==> config.mk <==
export PLATFORM = sky130hd
export DESIGN_NAME = countdown_tick_ctrl
export DESIGN_NICKNAME = d
export VERILOG_FILES = /design/src/rtl/countdown_tick_ctrl.sv
export SDC_FILE = /design/constraint.sdc
export NUM_CORES = 1
export LEC_CHECK = 0
export CAP_MARGIN = 30
export CORE_MARGIN = 1.5
export CORE_UTILIZATION = 59
export CTS_CLUSTER_SIZE = 40
export DETAILED_ROUTE_END_ITERATION = 12
export PLACE_DENSITY = 0.85
export RECOVER_POWER = 50
export SLEW_MARGIN = 20
export SYNTH_ARGS = -nofsm -noshare
export SYNTH_HDL_FRONTEND = slang
export SYNTH_SLANG_ARGS = --single-unit
export TNS_END_PERCENT = 20
==> constraint.sdc <==
create_clock -name clk -period 2.3 [get_ports clk]
set_input_delay 0.69 -clock clk [delete_from_list [all_inputs] [get_ports clk]]
set_output_delay 0.69 -clock clk [all_outputs]
set_load 0.005 [all_outputs]
==> src/rtl/countdown_tick_ctrl.sv <==
// Countdown sequencer at the root of the digit-timer borrow chain: reloads the
// digits, issues borrow-down ticks, and reports start/pause/expire status.
module countdown_tick_ctrl #(
  parameter int unsigned TICK_DIV    = 50000000,
  parameter int unsigned CNT_W       = 26,
  parameter int unsigned LOAD_CYCLES = 2
) (
  input  logic clk,
  input  logic rst,
  input  logic load,
  input  logic start,
  input  logic pause,
  input  logic digits_done,
  output logic reconfig_out,
  output logic tick_out,
  output logic running,
  output logic paused,
  output logic expired,
  output logic timeout_pulse
);

  localparam int unsigned LC_W = (LOAD_CYCLES > 2) ? $clog2(LOAD_CYCLES) : 1;
  localparam logic [CNT_W-1:0] PRESC_LAST = CNT_W'(TICK_DIV - 1);
  localparam logic [LC_W-1:0]  LOAD_LAST  = LC_W'(LOAD_CYCLES - 1);

  typedef enum logic [2:0] {
    S_IDLE,
    S_LOAD,
    S_RUN,
    S_PAUSED,
    S_EXPIRED
  } state_t;

  state_t            state_q, state_d;
  logic [CNT_W-1:0]  presc_q, presc_d;
  logic [LC_W-1:0]   load_cnt_q, load_cnt_d;
  logic              ign_done_q, ign_done_d;
  logic              reconfig_q, reconfig_d;
  logic              tick_q, tick_d;
  logic              running_q, running_d;
  logic              paused_q, paused_d;
  logic              expired_q, expired_d;
  logic              timeout_q, timeout_d;

  always_comb begin
    state_d    = state_q;
    presc_d    = presc_q;
    load_cnt_d = load_cnt_q;
    ign_done_d = 1'b0;
    reconfig_d = 1'b0;
    tick_d     = 1'b0;
    timeout_d  = 1'b0;

    if (load) begin
      state_d    = S_LOAD;
      load_cnt_d = '0;
      presc_d    = '0;
      reconfig_d = 1'b1;
    end else begin
      case (state_q)
        S_LOAD: begin
          if (load_cnt_q == LOAD_LAST) begin
            state_d = S_IDLE;
            // the digit's done flag is registered, so it is stale for one more cycle
            ign_done_d = 1'b1;
          end else begin
            load_cnt_d = load_cnt_q + 1'b1;
            reconfig_d = 1'b1;
          end
        end
        S_IDLE: begin
          if (start) begin
            if (digits_done && !ign_done_q) begin
              state_d   = S_EXPIRED;
              timeout_d = 1'b1;
            end else begin
              state_d = S_RUN;
              presc_d = '0;
            end
          end
        end
        S_RUN: begin
          if (digits_done) begin
            state_d   = S_EXPIRED;
            timeout_d = 1'b1;
          end else if (pause) begin
            state_d = S_PAUSED;
          end else if (presc_q == PRESC_LAST) begin
            presc_d = '0;
            tick_d  = 1'b1;
          end else begin
            presc_d = presc_q + 1'b1;
          end
        end
        S_PAUSED: begin
          if (digits_done) begin
            state_d   = S_EXPIRED;
            timeout_d = 1'b1;
          end else if (!pause) begin
            state_d = S_RUN;
          end
        end
        S_EXPIRED: begin
          state_d = S_EXPIRED;
        end
        default: begin
          state_d = S_IDLE;
        end
      endcase
    end

    running_d = (state_d == S_RUN);
    paused_d  = (state_d == S_PAUSED);
    expired_d = (state_d == S_EXPIRED);
  end

  always_ff @(posedge clk) begin
    if (!rst) begin
      state_q    <= S_IDLE;
      presc_q    <= '0;
      load_cnt_q <= '0;
      ign_done_q <= 1'b0;
      reconfig_q <= 1'b0;
      tick_q     <= 1'b0;
      running_q  <= 1'b0;
      paused_q   <= 1'b0;
      expired_q  <= 1'b0;
      timeout_q  <= 1'b0;
    end else begin
      state_q    <= state_d;
      presc_q    <= presc_d;
      load_cnt_q <= load_cnt_d;
      ign_done_q <= ign_done_d;
      reconfig_q <= reconfig_d;
      tick_q     <= tick_d;
      running_q  <= running_d;
      paused_q   <= paused_d;
      expired_q  <= expired_d;
      timeout_q  <= timeout_d;
    end
  end

  assign reconfig_out  = reconfig_q;
  assign tick_out      = tick_q;
  assign running       = running_q;
  assign paused        = paused_q;
  assign expired       = expired_q;
  assign timeout_pulse = timeout_q;

endmodule
==> impl_metrics.yaml, run 1 <==
outcome:
  status: "complete, no violations"
yosys:
  synth_ff_type: "dfxtp_1"
  synth_warnings: 0
  yosys.area.top_type: "dfxtp_1"
  ys_types: 44
  synth_edf_count: 0
  synth.most_common_cell: "dfxtp_1"
  synth_top_cell_area_share: 0.349
  async_reset_ff_frac: 0
  synth_nets: 273
  syn_avg_cell_area_um2: 7.99
  netlist_instances: 266
  synth_seq_cells: 37
  yosysSeqAreaShare: 0.349
  netlist_top_cells_count: "37 x dfxtp_1, 22 x nand3_1, 19 x nor2_1"
  syn_area_um2: 2120
  synthTopCellsByArea: "dfxtp_1 35%, a32oi_1 6.6%, nand3_1 5.2%"
power:
  power_frac_comb: 0.073
  max-vdd-ir-drop_v: 0.000346
  p_per_area_nw_per_um2: 449
  finalPower_mw: 1.09
  leakage_nw: 0.782
  clock_power_share: 0.326
  seqPwrFrac: 0.601
  switching_share: 0.241
  netSwitchingPower_uw: 263
  p_int_uw: 826
detailed_routing:
  ant_nets: 0
  vias: 2150
  first_iter_violations: 183
  wl_per_cell_um: 16.2
  finalWirelength_mm: 5.36
  drc: 0
  drt-pass1-iter-count: 5
  avgViaCountPerCell: 6.52
global_route:
  antenna_found_initial: 0
  grt_pass1_wl_mm: 9.15
  grt_pass1_vias: 2019
  gr-usage-met2: 0.455
  grt_use_met3: 0.0577
  grt_util_met1: 0.375
  grt_overflow: 0
  gr-usage-all-layers: 0.290
  grt_max_degree: 22
  grt-busiest-layer: "met2"
floorplanning:
  core.rowCount: 21
  fp.dieH_um: 63.0
  pin_count: 12
  core_area_um2: 3390
  die_w_um: 63.0
  dieArea_um2: 3970
  initial_core_util: 0.627
final_layout:
  num-fill-cells: 266
  fin_area_um2: 2430
  n_antenna_cell: 0
  largest_reg_flops: 26
  num-nets-final: 291
  syn_to_final_growth_pct: 14.2
  reg.largest.list: "presc_q (26), state_q (3)"
  drive_gt1_frac: 0.113
  largest-register: "presc_q"
placed_design:
  portBuffers: 11
  routabilityCongestion: 0.924
  postPlaceCellArea_um2: 2370
  hpwl_mm: 3.90
setup_path:
  rr_startpoint: "presc_q[0]"
  reg2reg_depth: 6
  crit_arrival_ps: 2390
  crit_end: "presc_q[13]"
  crit_required_ps: 2540
  r2r_slack_ps: 150
  end_kind: "flop"
  r2r_end: "presc_q[13]"
  cp-start-kind: "flop"
  worstSetupPathType: "flop to flop"
  setup.worst_path.start: "presc_q[0]"
  crit_fanout: 10
clock_network:
  cts_num_sinks: 37
  htreeDepth: 2
  cts_buffer_depth: 2
  cts_tree: "built"
  insertion_delay_ps: 350
  cts_resized: 0
  path_clk_slew_ps: 110
  hold_buffers: 0
  cts_buffers: 5
  cts_root_buf: "clkbuf_4"
  cts_setup_buffers: 0
timing:
  setup_violations: 0
  hold_viol_final: 0
  fin_skew_ps: 6.52
  worstMarginPinSlew_ps: 392
  rsz0062_at_grt: "false"
  fmax_mhz: 465
  finalCriticalPeriod_ps: 2150
  slew_viol_final: 0
  tns_ps: 0
  slew_headroom: 0.736
  min_period_over_period: 0.935
run:
  maxCapViolations: 0
hold_path:
  hp-class: "flop to flop"
metal layers:
metal | vias up | wire length [um] | part of all wire
met4 | 0 | 148 | 0.028
li1 | 1039 | - | -
met2 | 70 | 2510 | 0.47
met5 | - | 0 | 0
met1 | 1025 | 2450 | 0.46
met3 | 16 | 247 | 0.046
critical path, cell delays in order (launching register included):
cell and delay (ps):
dfxtp_1 340, ha_1 210, nand3_2 100, or2_1 310
or4_1 740, a32oi_1 260, a21oi_1 80
logic make-up after synthesis:
family                     Yosys count  share of synthesized area
DFF                                 37                      0.349
buffers and inverters               32                     0.0648
adders and majority gates            1                    0.00589
AOI/OAI and AO/OA                   53                      0.179
and+or+nand+nor                    134                      0.360
xor gates and xnor gates             2                    0.00825
muxes                                7                     0.0330
area by class of cell:
type,count,area (um^2),share of cell area
Clock buffer,7,55.1,0.0227
Multi-Input combinational cell,197,1250,0.515
Tap cell,46,57.6,0.0237
Inverter,9,33.8,0.0139
Timing Repair Buffer,34,289,0.119
Sequential cell,37,741,0.305
cell usage in the layout (no fill, tap or decap), types with 3 or more instances in the layout:
cell / n
o21a_1: 3
and2_1: 8
a21oi_1: 8
o22ai_1: 3
clkbuf_4: 5
nor4_1: 6
nand2_1: 15
and3_1: 5
nand4b_1: 3
buf_4: 20
nor2_1: 19
inv_1: 9
nand2b_1: 4
a311oi_1: 3
a32oi_1: 16
nor2b_1: 8
nand3b_1: 5
nand4_1: 16
dlygate4sd3_1: 8
o21ai_0: 8
o211ai_1: 4
clkdlybuf4s50_1: 3
a31oi_1: 3
mux2i_1: 7
dfxtp_1: 37
and4_1: 4
nor3_1: 7
nand3_1: 22
through the flow:
step / hold slack, ps / util / worst slack (ps) / std cells
after CTS: 481 / 0.717 / 67.3 / 330
after global routing: 515 / 0.716 / 10.4 / 330
final: 476 / 0.716 / 150 / 330
after floorplan: 432 / - / 211 / 266
after detailed placement: 465 / 0.700 / -11.7 / 323
after global placement: 446 / 0.700 / 107 / 323
power by group through the flow:
stage / clock [mW] / sequential (mW) / combinational, mW
final: 0.355 / 0.654 / 0.0793
after global routing: 0.384 / 0.655 / 0.0877
after CTS: 0.359 / 0.654 / 0.0822
after detailed placement: 0 / 0.669 / 0.0818
after global placement: 0 / 0.668 / 0.0804
after floorplan: 0 / 0.666 / 0.0461
worst min-delay path by stage:
stage,startpoint,to,cells past startpoint
floorplan,presc_q[22],presc_q[22],1
global placement,presc_q[22],presc_q[22],1
detailed placement,presc_q[22],presc_q[22],1
CTS,presc_q[22],presc_q[22],1
global route,presc_q[22],presc_q[22],1
finish,presc_q[22],presc_q[22],1
Power figures use the tool's default switching activity.
==> inputs of run 2 (changes only) <==
Settings changed: CORE_UTILIZATION 59 to 53, PLACE_DENSITY 0.85 to 0.81.
Clock period 2.3 ns to 1.8 ns, I/O delays scaled along.
==> run 2 against run 1 <==
  * The flow now finishes with violations (setup timing)
  * Sequential share of layout area down 5.5 points
  * Critical path depth up 1
  * Final area up 25%
  * Register-to-register slack worse by 370 ps
  * Die area up 11%
  * Fmax up 6.6%
  * Largest cell class unchanged
==> impl_metrics.yaml, run 2 (synthesized netlist as in run 1, its figures left out) <==
power:
  p_int_mw: 1.20
  finalPower_mw: 1.57
  leakage_nw: 1.08
  max-vdd-ir-drop_v: 0.000516
  seqPwrFrac: 0.530
  power_frac_comb: 0.083
  netSwitchingPower_uw: 372
  p_per_area_nw_per_um2: 516
  clock_power_share: 0.386
  switching_share: 0.237
timing:
  hold_viol_final: 0
  rsz0062_at_grt: "true"
  slew_headroom: 0.714
  worstMarginPinSlew_ps: 425
  setup_violations: 22
  fin_ws_ps: -216
  fin_skew_ps: 5.89
  fmax_mhz: 496
  finalCriticalPeriod_ps: 2020
  min_period_over_period: 1.12
  slew_viol_final: 0
placed_design:
  portBuffers: 11
  postPlaceCellArea_um2: 2690
  pre_cts_ws_ps: -359
  dp.cells: 361
  routabilityCongestion: 0.941
  hpwl_mm: 4.38
clock_network:
  cts_buffer_depth: 2
  cts_buffers: 5
  htreeDepth: 2
  hold_buffers: 0
  cts_num_sinks: 37
  cts_root_buf: "clkbuf_8"
  cts_tree: "built"
  path_clk_slew_ps: 70
  insertion_delay_ps: 290
final_layout:
  syn_to_final_growth_pct: 43.1
  reg.largest.list: "presc_q (26), state_q (3)"
  layout.cells.most_common_list: "50 x buf_4, 26 x dfxtp_1, 19 x nor2_1, 19 x nand3_1, 16 x nand4_1"
  n_antenna_cell: 0
  fin_util: 0.812
  num-nets-final: 336
  final_common_cell: "buf_4"
  finalNonFillerCells: 378
  fin_area_um2: 3040
  largest-register: "presc_q"
  drive_gt1_frac: 0.336
  largest_reg_flops: 26
outcome:
  status: "finished, violations left"
  failed_checks: "setup timing"
global_route:
  grt_pass1_vias: 2201
  gr-usage-all-layers: 0.302
  grt_overflow: 0
  grt_pass1_wl_mm: 9.99
  grt_max_degree: 22
  antenna_found_initial: 0
detailed_routing:
  drc: 0
  drt-pass1-iter-count: 5
  first_iter_violations: 301
  finalWirelength_mm: 6.70
  ant_nets: 0
  avgViaCountPerCell: 6.41
  vias: 2423
  wl_per_cell_um: 17.7
setup_path:
  reg2reg_depth: 7
  path_cells: "ha_4 -> nand3_4 -> or2_4 -> or4_4 -> buf_12 -> a32oi_1 -> o22ai_1"
  crit_fanout: 15
  cp.depth: 7
  worstSetupPathType: "flop to flop"
  crit_arrival_ps: 2180
  end_kind: "flop"
  critPathBufInv: 1
  cp_slowest_stage_delay_ps: 480
  critPathSlowestCell: "or4_4"
  cp-start-kind: "flop"
  critical-path-top-delay-family: "simple AND/OR/NAND/NOR gates"
  crit_required_ps: 1970
floorplanning:
  fp.dieH_um: 66.3
  pin_count: 12
  core.rowCount: 22
  core_area_um2: 3740
  die_w_um: 66.3
  initial_core_util: 0.568
  dieArea_um2: 4400
hold_path:
  min_path_cells: 1
  hp-class: "flop to flop"
run:
  maxCapViolations: 0
run 2: cell types whose count changed in the layout (fill, tap and decap cells not counted), sizes merged:
cell	before	now
clkbuf	9	10
dlygate4sd3	8	4
clkdlybuf4s50	3	7
buf	21	66
run 2: routing by layer:
layer  track usage  wire length (um)  vias to the layer above  part of all wire
met2         0.498              3230                      125              0.48
met1         0.383              2800                     1143              0.42
li1              -                 -                     1128                 -
met4         0.128               224                        0             0.033
met3        0.0562               440                       27             0.066
met5             0                 0                        -                 0
run 2: worst paths after layout:
check | start | end | slack (ps)
setup reg to reg | presc_q[0] | presc_q[11] | -220
setup / recovery | presc_q[0] | presc_q[11] | -220
hold / removal | presc_q[23] | presc_q[23] | 510
hold reg to reg | presc_q[23] | presc_q[23] | 510
run 2: final cells by class:
class                           count  area, um^2
Multi-Input combinational cell    197        1410
Sequential cell                    37         759
Fill cell                         244         704
Timing Repair Buffer               79         687
Clock buffer                        8        90.1
Tap cell                           48        60.1
Inverter                            9        33.8
run 2: power groups by stage:
stage | registers [mW] | logic (mW) | clock network (mW)
global route | 0.833 | 0.141 | 0.646
finish | 0.832 | 0.131 | 0.607
global placement | 0.850 | 0.118 | 0
floorplan | 0.848 | 0.0590 | 0
CTS | 0.832 | 0.122 | 0.611
detailed placement | 0.851 | 0.121 | 0
run 2: worst reg2reg max path, delay by kind of cell, from the launching register on:
kind,cells,cell delay (ps)
flip-flops,1,360
AO/OA/AOI/OAI,2,390
AND/OR/NAND/NOR,3,820
adder cells (fa/ha/maj),1,150
buffers and inverters,1,180
run 2: through the flow:
step	TNS, ps	hold WS [ps]
after floorplan	-1080	432
after global placement	-6810	475
after detailed placement	-8190	490
after CTS	-747	500
after global routing	-3320	532
final	-1480	511
run 2: timing repair:
item / CTS / global route
buffers inserted: 2 / 5
gates resized for setup: 20 / 33
pin swaps: 10 / 8
setup endpoints to repair: 25 / 26
cloned: 1 / 1
==> inputs of run 3 (changes only) <==
Settings changed: CTS_CLUSTER_DIAMETER set to 200.
==> results of run 3 <==
Same layout as run 2: the final DEF is identical, and so are final timing and power.
==> RTL change 1, RTL diff (settings of run 2) <==
Put one more register stage on the output `timeout_pulse`, with the module's reset. The value now appears one clock later. The other outputs are not delayed to match.
--- a/src/rtl/countdown_tick_ctrl.sv
+++ b/src/rtl/countdown_tick_ctrl.sv
@@ -145,6 +145,12 @@
   assign running       = running_q;
   assign paused        = paused_q;
   assign expired       = expired_q;
-  assign timeout_pulse = timeout_q;
+  always_ff @(posedge clk) begin
+    if (!rst) begin
+      timeout_pulse <= '0;
+    end else begin
+      timeout_pulse <= timeout_q;
+    end
+  end
 
 endmodule
Function: changed (a bounded check fails within 4 cycles, from zero or initial values and one cycle with rst low).
==> RTL change 1 against run 2 <==
The flow still finishes with violations (negative setup slack); setup slack gained 0.19 ns; critical endpoint is now presc_q[0]; routed wire length down 32%; largest cell class unchanged; first-iteration DRC count down 55%; global-route usage shrank 5.6 points; final area decreased by 20%; area after synthesis shrank 11%; sequential power is 3.1% higher; combinational power is 3% higher; total power down 6.5%; non-clock buffer count is 32 lower; sequential cell count increased by 1.
==> RTL change 1: results (changes against run 2) <==
INFO  grt            track_usage=24.53% [was 30.16%]
INFO  timing         setup-violations-final=19 [was 22]
INFO  grt            grt_antenna_before_repair=0 [unchanged]
INFO  cells_and_area num-fill-cells=274 [was 244]
INFO  cells_and_area final_net_count=270 [was 336]
INFO  placement      dpl-instance-area=2277um2 [was 2686 um2]
INFO  drt            detail_route.first_pass.iterations=4 [was 5]
INFO  placement      port_buffers=11 [unchanged]
INFO  setup_path     worst-path-max-fanout=18 [was 15]
INFO  timing         skew=0.01170ns [was 0.005890 ns]
INFO  grt            vias_in_the_first_global_route=1640 [was 2201]
INFO  timing         fin_ws=-0.02350ns [was -0.2160 ns]
INFO  timing         worst_hold_slack=0.4437ns [was 0.5114 ns]
INFO  power_and_ir_drop switching_share=25.17% [was 23.68%]
INFO  setup_path     r2r_start=presc_q[8] [was presc_q[0]]
INFO  drt            route.vias.total=1784 [was 2423]
INFO  power_and_ir_drop p_leak=0.8667nW [was 1.079 nW]
INFO  logic_synthesis synth_area_leaders=dfxtp_1 (40%), xnor2_1 (7.4%), nor2_1 (6.4%) [was dfxtp_1 (35%), a32oi_1 (6.6%), nand3_1 (5.2%)]
INFO  logic_synthesis synth.net_count=224 [was 273]
INFO  min_path       end_point_of_the_most_critical_hold_path=timeout_pulse [was presc_q[23]]
INFO  logic_synthesis synth_commonest_cells=dfxtp_1 (38), nor2_1 (32), xnor2_1 (16) [was dfxtp_1 (37), nand3_1 (22), nor2_1 (19)]
INFO  placement      globalplace.congestion=0.8831 [was 0.9412]
INFO  run_status     violations_in_the_final_reports=negative setup slack [unchanged]
INFO  grt            largest_net_degree_at_the_start_of_global_routing=19 [was 22]
INFO  timing         setup_total_negative_slack=-0.2344ns [was -1.485 ns]
INFO  grt            grt_pass1_wl=7562um [was 9991 um]
INFO  drt            totalWireLength=4547um [was 6696 um]
INFO  power_and_ir_drop worst_vdd_drop=0.3653mV [was 0.5161 mV]
INFO  placement      post-place-ws=-0.4030ns [was -0.3589 ns]
INFO  run_status     outcome=finished with violations [unchanged]
INFO  clock_tree     cts-root-buf=clkbuf_4 [was clkbuf_8]
INFO  setup_path     worst-endpoint-arrival=2.08ns [was 2.18 ns]
INFO  timing         worst_slew_pin_slew=0.4149ns [was 0.4248 ns]
INFO  setup_path     critical_register_to_register_path_endpoint=presc_q[0] [was presc_q[11]]
INFO  cells_and_area layout-drive-gt1-share=29.92% [was 33.64%]
INFO  drt            drtIter0Drc=136 [was 301]
INFO  clock_tree     cts.clk_slew.worst_paths=0.11ns [was 0.07 ns]
INFO  placement      hpwlAfterDp=3176um [was 4381 um]
INFO  logic_synthesis yosys.cell_types.count=47 [was 44]
INFO  min_path       holdCritStartpoint=timeout_q [was presc_q[23]]
## RTL change 1: logic make-up (layout without fill, tap and decap cells)
| logic type | Yosys count | in the layout | synth area share, % |
|---|---|---|---|
| DFF | 38 | 38 | 40.43 |
| AOI/OAI and AO/OA | 29 | 29 | 10.97 |
| buffers and inverters | 12 | 59 | 3.058 |
| xor gates and xnor gates | 17 | 17 | 7.912 |
| adders and majority gates | 1 | 1 | 0.6648 |
| and+or+nand+nor | 120 | 120 | 36.97 |
## RTL change 1: what timing repair did
action,4_1_cts,5_1_grt
resized for setup,2,22
setup buffers,0,1
cloned,0,1
pin swaps,1,3
setup endpoints to repair,2,18
## RTL change 1: per-stage QoR
step / instances / utilization [%]
floorplan: 217 / -
global placement: 300 / 67.71
detailed placement: 300 / 67.71
CTS: 308 / 69.90
global route: 310 / 72.69
finish: 310 / 72.69
## RTL change 1: layout make-up
type                            instances  share of cell area (%)
Timing Repair Buffer                   47                   15.86
Clock inverter                          1                  0.2047
Inverter                                4                  0.6141
Multi-Input combinational cell        167                   47.34
Clock buffer                            7                   2.252
Sequential cell                        38                   31.37
Tap cell                               46                   2.354
## RTL change 1: power by group through the flow
stage	clock, mW	combinational [mW]	sequential, mW
2_1_floorplan	0	0.0700	0.875
3_3_place_gp	0	0.124	0.877
3_5_place_dp	0	0.127	0.877
4_1_cts	0.479	0.131	0.858
5_1_grt	0.514	0.146	0.860
6_report	0.474	0.135	0.858
## RTL change 1: critical path, stage by stage, from the launching register on
cell and delay [ns]:
dfxtp_2 0.34, or4_4 0.53, nor3_2 0.24, buf_4 0.16
a21oi_2 0.07, o21ai_4 0.16, buf_12 0.17, nor2_1 0.06
## RTL change 1: worst max path at each step
| stage | from | to | cells past startpoint |
|---|---|---|---|
| 5_1_grt | presc_q[8] | presc_q[18] | 7 |
| 6_report | presc_q[8] | presc_q[0] | 7 |
| 3_5_place_dp | digits_done | presc_q[6] | 6 |
| 3_3_place_gp | digits_done | presc_q[6] | 6 |
| 2_1_floorplan | digits_done | presc_q[6] | 6 |
| 4_1_cts | presc_q[6] | presc_q[23] | 5 |
## RTL change 1: metal layers
metal	vias to the layer above	routed length, um	global-route usage (%)
li1	885	-	-
met1	829	1977	31.24
met2	60	2146	39.78
met3	10	337	4.865
met4	0	85	11.94
met5	-	0	0
==> RTL change 2, RTL diff (flow settings as in run 2) <==
Made on the original files. Change the parameter `LOAD_CYCLES` from 2 to 4.
--- a/src/rtl/countdown_tick_ctrl.sv
+++ b/src/rtl/countdown_tick_ctrl.sv
@@ -3,7 +3,7 @@
 module countdown_tick_ctrl #(
   parameter int unsigned TICK_DIV    = 50000000,
   parameter int unsigned CNT_W       = 26,
-  parameter int unsigned LOAD_CYCLES = 2
+  parameter int unsigned LOAD_CYCLES = 4
 ) (
   input  logic clk,
   input  logic rst,
Formal check against the unedited RTL: not equivalent (Yosys sat finds a counterexample within 4 cycles, from zero or initial values and one cycle with rst low).
==> RTL change 2 against run 2 <==
The run still ends with negative setup slack left; area after synthesis down 7.0%; sequential cell count grew 1; final area down 6.2%; critical endpoint is now presc_q[10]; highest routed layer unchanged; clock power is 6.4% lower; total power shrank 0.90%; hold slack better by 0.0052 ns; die area fell by 6.7%; clock skew up 0.0022 ns; first-iteration DRC count is 44% lower; routed wire length shrank 9.3%; non-clock buffer count rose by 2; combinational power up 3%; setup slack improved by 0.018 ns; largest cell class unchanged.
==> RTL change 2: results (changes against run 2) <==
INFO  timing         slew_headroom=70.85% [was 71.42%]
INFO  drt            wire_per_inst=16.69um [was 17.71 um]
INFO  run_status     violations_in_the_final_reports=negative setup slack [unchanged]
INFO  drt            dr_wl_met2=2915um [was 3233 um]
INFO  drt            drtIter0Drc=169 [was 301]
INFO  run_status     outcome=finished with violations [unchanged]
INFO  cells_and_area layout-drive-gt1-share=34.28% [was 33.64%]
INFO  grt            vias_in_the_first_global_route=2085 [was 2201]
INFO  timing         fin_ws=-0.1980ns [was -0.2160 ns]
INFO  setup_path     r2r_start=presc_q[10] [was presc_q[0]]
INFO  cells_and_area num-fill-cells=193 [was 244]
INFO  logic_synthesis yosys.cell_types.count=45 [was 44]
INFO  timing         setup-violations-final=24 [was 22]
INFO  grt            track_usage=30.56% [was 30.16%]
INFO  drt            route.vias.total=2181 [was 2423]
INFO  power_and_ir_drop p_leak=1.101nW [was 1.079 nW]
INFO  placement      placedCellCount=352 [was 361]
INFO  setup_path     critical_path.max_stage_delay=0.54ns [was 0.48 ns]
INFO  grt            grt.met3_usage=5.282% [was 5.622%]
INFO  power_and_ir_drop pwr-share-clk=36.5% [was 38.6%]
INFO  grt            grt_pass1_wl=9673um [was 9991 um]
INFO  grt            global_routing_usage_on_met1=38.83% [was 38.26%]
INFO  placement      globalplace.congestion=0.9131 [was 0.9412]
INFO  power_and_ir_drop clock_power=568uW [was 607 uW]
INFO  setup_path     worst-path-max-fanout=8 [was 15]
INFO  drt            detail_route.first_pass.iterations=6 [was 5]
INFO  placement      hpwlAfterDp=4150um [was 4381 um]
-- RTL change 2: how the worst max path moves through the flow --
stage	slack (ns)	end
detailed placement	-0.54	presc_q[7]
CTS	-0.18	presc_q[22]
global placement	-0.50	presc_q[7]
finish	-0.20	presc_q[10]
floorplan	-0.05	presc_q[22]
global route	-0.26	presc_q[10]
-- RTL change 2: cells by family after synthesis --
group	synth area share [%]
AO/OA/AOI/OAI	13.62
AND/OR/NAND/NOR	38.44
multiplexers	4.560
adder cells (fa/ha/maj)	1.266
XOR/XNOR	0.8868
flip-flops	38.51
buffers and inverters	2.723
-- RTL change 2: layout make-up --
| type | count | area share, % |
|---|---|---|
| repair buffers | 81 | 23.05 |
| multi-input cells | 186 | 44.47 |
| clock buffers | 5 | 2.414 |
| clock inverters | 2 | 0.3512 |
| inverters | 6 | 0.7902 |
| well taps | 46 | 2.019 |
| flip-flops and latches | 38 | 26.91 |
